$ cat config.mk
export PLATFORM = sky130hd
export DESIGN_NAME = ibex_mem_arbiter
export DESIGN_NICKNAME = d
export VERILOG_FILES = /design/src/rtl/ibex_mem_arbiter.sv
export SDC_FILE = /design/constraint.sdc
export NUM_CORES = 1
export LEC_CHECK = 0
export ABC_AREA = 1
export CAP_MARGIN = 10
export CELL_PAD_IN_SITES_DETAIL_PLACEMENT = 1
export CELL_PAD_IN_SITES_GLOBAL_PLACEMENT = 1
export CORE_ASPECT_RATIO = 0.6
export CORE_MARGIN = 2
export CORE_UTILIZATION = 13
export DETAILED_ROUTE_END_ITERATION = 7
export PLACE_DENSITY = 0.87
export SETUP_SLACK_MARGIN = 0.02
export SYNTH_ARGS = -nofsm -noshare
export SYNTH_HDL_FRONTEND = slang
export SYNTH_SLANG_ARGS = --single-unit
$ cat constraint.sdc
create_clock -name clk_i -period 1.6 [get_ports clk_i]
set_input_delay 0.32 -clock clk_i [delete_from_list [all_inputs] [get_ports clk_i]]
set_output_delay 0.32 -clock clk_i [all_outputs]
set_load 0.02 [all_outputs]
$ cat src/rtl/ibex_mem_arbiter.sv
// ibex_mem_arbiter
//
// Merges the Ibex instruction-fetch port and the LSU data port onto one
// shared host port. All three ports use the req/gnt/rvalid protocol.
// Arbitration is round-robin. A request that is waiting for grant keeps the
// host port locked to the same requester, so address and control stay stable.
// A small FIFO records which requester owns each granted transaction, so that
// in-order responses can be steered back to the correct requester.
//
// Ports:
//   clk_i, rst_ni        clock, asynchronous active-low reset
//   instr_*              instruction-fetch requester (read-only)
//   data_*               LSU requester (read/write, byte enables)
//   host_*               shared memory/bus host port
//   unexp_rvalid_o       sticky flag: a response arrived with nothing outstanding
//
// Parameters:
//   MaxOutstanding       maximum number of granted-but-unanswered transactions (1..8)

module ibex_mem_arbiter #(
  parameter int unsigned MaxOutstanding = 2
) (
  input  logic        clk_i,
  input  logic        rst_ni,

  input  logic        instr_req_i,
  output logic        instr_gnt_o,
  output logic        instr_rvalid_o,
  input  logic [31:0] instr_addr_i,
  output logic [31:0] instr_rdata_o,
  output logic        instr_err_o,

  input  logic        data_req_i,
  output logic        data_gnt_o,
  output logic        data_rvalid_o,
  input  logic        data_we_i,
  input  logic [3:0]  data_be_i,
  input  logic [31:0] data_addr_i,
  input  logic [31:0] data_wdata_i,
  output logic [31:0] data_rdata_o,
  output logic        data_err_o,

  output logic        host_req_o,
  input  logic        host_gnt_i,
  input  logic        host_rvalid_i,
  output logic        host_we_o,
  output logic [3:0]  host_be_o,
  output logic [31:0] host_addr_o,
  output logic [31:0] host_wdata_o,
  input  logic [31:0] host_rdata_i,
  input  logic        host_err_i,

  output logic        unexp_rvalid_o
);

  localparam int unsigned CntW = $clog2(MaxOutstanding + 1);
  localparam int unsigned PtrW = (MaxOutstanding > 1) ? $clog2(MaxOutstanding) : 1;

  typedef enum logic {
    SrcInstr = 1'b0,
    SrcData  = 1'b1
  } src_e;

  src_e            fifo_q [MaxOutstanding];
  src_e            fifo_d [MaxOutstanding];
  logic [PtrW-1:0] wptr_q, wptr_d;
  logic [PtrW-1:0] rptr_q, rptr_d;
  logic [CntW-1:0] count_q, count_d;
  logic            lock_q, lock_d;
  src_e            locked_sel_q, locked_sel_d;
  src_e            last_winner_q, last_winner_d;
  logic            unexp_q, unexp_d;

  logic            full;
  logic            fifo_empty;
  src_e            sel;
  src_e            head;
  logic            push;
  logic            pop;

  // Full uses only the registered count, so a response in the same cycle
  // does not free a slot until the following cycle.
  assign full       = (count_q == CntW'(MaxOutstanding));
  assign fifo_empty = (count_q == '0);
  assign head       = fifo_q[rptr_q];

  always_comb begin
    sel = SrcInstr;
    if (lock_q) begin
      sel = locked_sel_q;
    end else if (instr_req_i && data_req_i) begin
      // On a tie, the requester that did not win last time gets the port.
      sel = (last_winner_q == SrcInstr) ? SrcData : SrcInstr;
    end else if (data_req_i) begin
      sel = SrcData;
    end
  end

  assign host_req_o   = (instr_req_i | data_req_i) & ~full;
  assign host_addr_o  = (sel == SrcData) ? data_addr_i : instr_addr_i;
  assign host_we_o    = (sel == SrcData) ? data_we_i : 1'b0;
  assign host_be_o    = (sel == SrcData) ? data_be_i : 4'b1111;
  assign host_wdata_o = (sel == SrcData) ? data_wdata_i : 32'h0;

  assign push        = host_req_o & host_gnt_i;
  assign instr_gnt_o = push & (sel == SrcInstr);
  assign data_gnt_o  = push & (sel == SrcData);

  // A response with nothing outstanding is dropped and not forwarded to either requester.
  assign pop            = host_rvalid_i & ~fifo_empty;
  assign instr_rvalid_o = pop & (head == SrcInstr);
  assign data_rvalid_o  = pop & (head == SrcData);

  assign instr_rdata_o  = host_rdata_i;
  assign data_rdata_o   = host_rdata_i;
  assign instr_err_o    = host_err_i;
  assign data_err_o     = host_err_i;
  assign unexp_rvalid_o = unexp_q;

  always_comb begin
    fifo_d        = fifo_q;
    wptr_d        = wptr_q;
    rptr_d        = rptr_q;
    count_d       = count_q;
    lock_d        = lock_q;
    locked_sel_d  = locked_sel_q;
    last_winner_d = last_winner_q;
    unexp_d       = unexp_q | (host_rvalid_i & fifo_empty);

    if (push) begin
      fifo_d[wptr_q] = sel;
      wptr_d         = (wptr_q == PtrW'(MaxOutstanding - 1)) ? '0 : wptr_q + PtrW'(1);
      last_winner_d  = sel;
    end
    if (pop) begin
      rptr_d = (rptr_q == PtrW'(MaxOutstanding - 1)) ? '0 : rptr_q + PtrW'(1);
    end

    unique case ({push, pop})
      2'b10:   count_d = count_q + CntW'(1);
      2'b01:   count_d = count_q - CntW'(1);
      default: count_d = count_q;
    endcase

    // Freeze the selection while the host stalls, so the host sees a stable
    // request until it grants.
    if (host_req_o && !host_gnt_i) begin
      lock_d       = 1'b1;
      locked_sel_d = sel;
    end else if (host_gnt_i) begin
      lock_d = 1'b0;
    end
  end

  always_ff @(posedge clk_i or negedge rst_ni) begin
    if (!rst_ni) begin
      for (int i = 0; i < int'(MaxOutstanding); i++) begin
        fifo_q[i] <= SrcInstr;
      end
      wptr_q        <= '0;
      rptr_q        <= '0;
      count_q       <= '0;
      lock_q        <= 1'b0;
      locked_sel_q  <= SrcInstr;
      last_winner_q <= SrcInstr;
      unexp_q       <= 1'b0;
    end else begin
      fifo_q        <= fifo_d;
      wptr_q        <= wptr_d;
      rptr_q        <= rptr_d;
      count_q       <= count_d;
      lock_q        <= lock_d;
      locked_sel_q  <= locked_sel_d;
      last_winner_q <= last_winner_d;
      unexp_q       <= unexp_d;
    end
  end

`ifdef IBEX_MEM_ARB_ASSERT
  unexp_rvalid_a: assert property (@(posedge clk_i) disable iff (!rst_ni)
    host_rvalid_i |-> !fifo_empty);
`endif

endmodule
==> impl_results.md, run 1 <==
* Minimum clock period at 1.914 ns
* GR Overflow Total at 0
* Post-route ant nets at 0
* Total power at between 5000 and 6000 µW
* Vias in the first global route at roughly 2300
* Place WS at -0.8913 ns
* Area of the core at approximately 14000 µm²
* Worst Path Max Fanout at 6
* Required @ worst endpoint at around 1.3 ns
* Syn avg cell area at slightly below 6 µm²
* Final RePlAce weighted congestion at 0.7346
* Startpoint Class: flop
* Synth top area share at 0.2865
* Routed WL at approximately 9500 µm
* Area grow syn2layout at 146.0%
* CTS tree: yes
* Area contributors post-synth: buf_4 29%, nand2_1 24%, dfrtp_1 14%
* Vias per cell at approximately 3.7
* Pwr/cell area at 1314 nW/µm²
* LEAKAGE at 0.002230 µW
* Reg2Reg Capture Point: count_q[1]
* Least-Margin Pin Slew at between 0.5 and 0.6 ns
* Max-Cap Viols at 0
* Clock Skew at around 0.00053 ns
* Yosys cell types at 23
* Final worst setup slack at -0.3140 ns
* Period utilisation layout at 1.196
* Crit Reg-Reg Startpoint: count_q[1]
* Worst R2R Path Depth at 8
* Rel. slew slack at 0.6559
* Max-slew violation count at 0
* Net Count, Synth at about 450
* Placed cells at roughly 610
* Max Freq at ~520 MHz
* Crit path DAT at 1.59 ns
* First-pass GRT wire length at 11700 µm
* Mapped cell area at approximately 1800 µm²
* Chip height at about 95 µm
* Yosys warnings at 0
* Hpwl dp at 6681 µm
* RSZ-0062 raised after global routing: true
* CTS H-tree depth at 1
* CTS Buf Count at 3
* FF+latch count, synth at 10
* Outcome: complete, but fails checks
* Clock buffer depth at 2
* R2r setup slk at 0.06 ns
* Post-synthesis sequential area ratio at 0.1384
* Initial core utilization at 0.1327
* Num ports at 281
* N_diodes at 0
* WL per Instance at 15.08 µm
* Num Clock Sinks at 10
* Type of the worst setup path: reg2out
* Failing checks: negative setup slack
* Port Buf Inserts at roughly 180
* Largest net degree at the start of global routing at 26
* Initial DRC Count at 80
* Share of layout cells above drive strength 1 at 0.4967
* Worst setup EP type: primary output
* DR DRC count at 0
* Final Non-Filler Cells at between 600 and 700
* Final setup violation count at just over 70
* Clk_lat worst skew at around 0.24 ns
* DR pass1 iterations at 4
* Reg clk slew, reported paths at ~0.040 ns
* GRT Overall Usage at 0.1016
* Die W at around 160 µm
* Die Area at ~15000 µm²
* Row count at 33
* Synth Instances at 307
* Nets at ~600
* Biggest area consumer among synthesized cells: buf_4
* Initial antenna violation count at 0
* Root buffer cell: clkbuf_16
* Final Hold Viols at 0
* Peak VDD IR at about 490 µV
* Routed vias at between 2000 and 2500
* Hold crit path type: in2async
stage by stage:
stage / util / setup TNS (ns) / instance area (µm²) / hold slack (ns)
final: 0.3264 / -13.61 / 4447 / 0.4296
after detailed placement: 0.2545 / -57.67 / 3468 / 0.4687
after global routing: 0.3264 / -17.74 / 4447 / 0.4642
after CTS: 0.2760 / -12.52 / 3761 / 0.4412
after global placement: 0.2545 / -54.32 / 3468 / 0.4566
after floorplan: - / 0 / 1808 / 0.02441
power breakdown:
part	total (µW)	internal (µW)	switching, µW	leakage, µW
logic	4900	2480	2420	0.00207
clock network	499	376	123	0.0000442
registers	444	364	80.0	0.000119
total	5840	3220	2620	0.00223
sequential cells by signal (all words and copies together), names as in the netlist:
signal and flops:
wptr_q 1, fifo_q 2, lock_q 1, rptr_q 1
last_winner_q 1, unexp_rvalid_o 1, locked_sel_q 1, count_q 2
cells in the mapped netlist:
| cell | number |
|---|---|
| nand2_1 | 115 |
| buf_4 | 69 |
| inv_1 | 42 |
| nor2_1 | 26 |
| dfrtp_1 | 10 |
| nor2_4 | 10 |
| buf_2 | 5 |
| inv_2 | 4 |
| or2_1 | 4 |
| nand2_2 | 3 |
| nand3_1 | 3 |
| buf_6 | 2 |
| nand4_1 | 2 |
| o21ai_0 | 2 |
| xnor2_1 | 2 |
| a21oi_1 | 1 |
| a31o_2 | 1 |
| and2_1 | 1 |
| buf_12 | 1 |
| ha_1 | 1 |
| nand3_2 | 1 |
| nand3b_1 | 1 |
| xor2_1 | 1 |
cell usage in the layout, fill, tap and decap left out, types with 2 or more instances in the layout:
master	instances
inv_2	5
clkbuf_16	8
nand4_1	2
buf_2	5
xnor2_1	2
nand2_4	31
buf_16	5
buf_6	70
or2_1	4
buf_8	2
clkdlybuf4s50_1	104
buf_4	24
dfrtp_1	10
nand2_2	35
inv_1	40
o21ai_0	2
buf_12	5
nor2_4	25
nor2_1	5
dlygate4sd2_1	3
nor2_2	6
nand3_1	3
nand2_1	52
worst max path at each step:
stage,startpoint,to,slack [ns],cells past startpoint
after floorplan,count_q[0],count_q[1],0.09,8
after global placement,data_req_i,host_wdata_o[8],-0.83,8
after detailed placement,data_req_i,host_wdata_o[8],-0.89,8
after CTS,last_winner_q,host_be_o[2],-0.32,8
after global routing,last_winner_q,host_be_o[3],-0.37,8
final,last_winner_q,host_be_o[2],-0.31,8
metal layers:
layer  wire length [µm]  vias up  GRT usage  share of wire
li1                   -     1118          -              -
met2               4984      145     0.1802           0.52
met1               3490     1076     0.1086           0.37
met5                  0        -          0              0
met4                 27        0    0.01606         0.0028
met3               1026        2    0.05682           0.11
layout make-up:
type	instances	area, µm²
clock buffer	4	88.84
fill	1608	9179
inverter	46	180.2
multi-input combinational	174	1255
sequential	10	250.2
tap	175	219.0
timing repair buffer	223	2454
critical path, stage by stage, from the launching register on:
cell     delay, ns
dfrtp_1       0.39
nand2_1       0.09
nand3_2       0.08
nand2_4       0.12
inv_8         0.07
buf_8         0.14
buf_16        0.12
or2_1         0.21
buf_6         0.13
timing repair:
item	4_1_cts	5_1_grt
endpoints found under the setup margin	76	73
gates resized for setup	435	154
cloned	3	6
buffers inserted	4	7
pin swaps	5	32
hold buffers	0	0
cell families after synthesis:
group                    count (synthesis)  share of synthesized area
AO/OA/AOI/OAI                            4                    0.01315
XOR/XNOR                                 3                    0.01454
buffers and inverters                  123                     0.4194
flip-flops                              10                     0.1384
AND/OR/NAND/NOR                        166                     0.4076
adder cells (fa/ha/maj)                  1                   0.006919
Power figures use the tool's default switching activity.
==> run 2, diff against run 1 <==
- HOLD_SLACK_MARGIN: unset -> 0.03
- SLEW_MARGIN: unset -> 20
==> results of run 2 <==
Same layout as run 1: the final DEF is identical, and so are final timing and power.
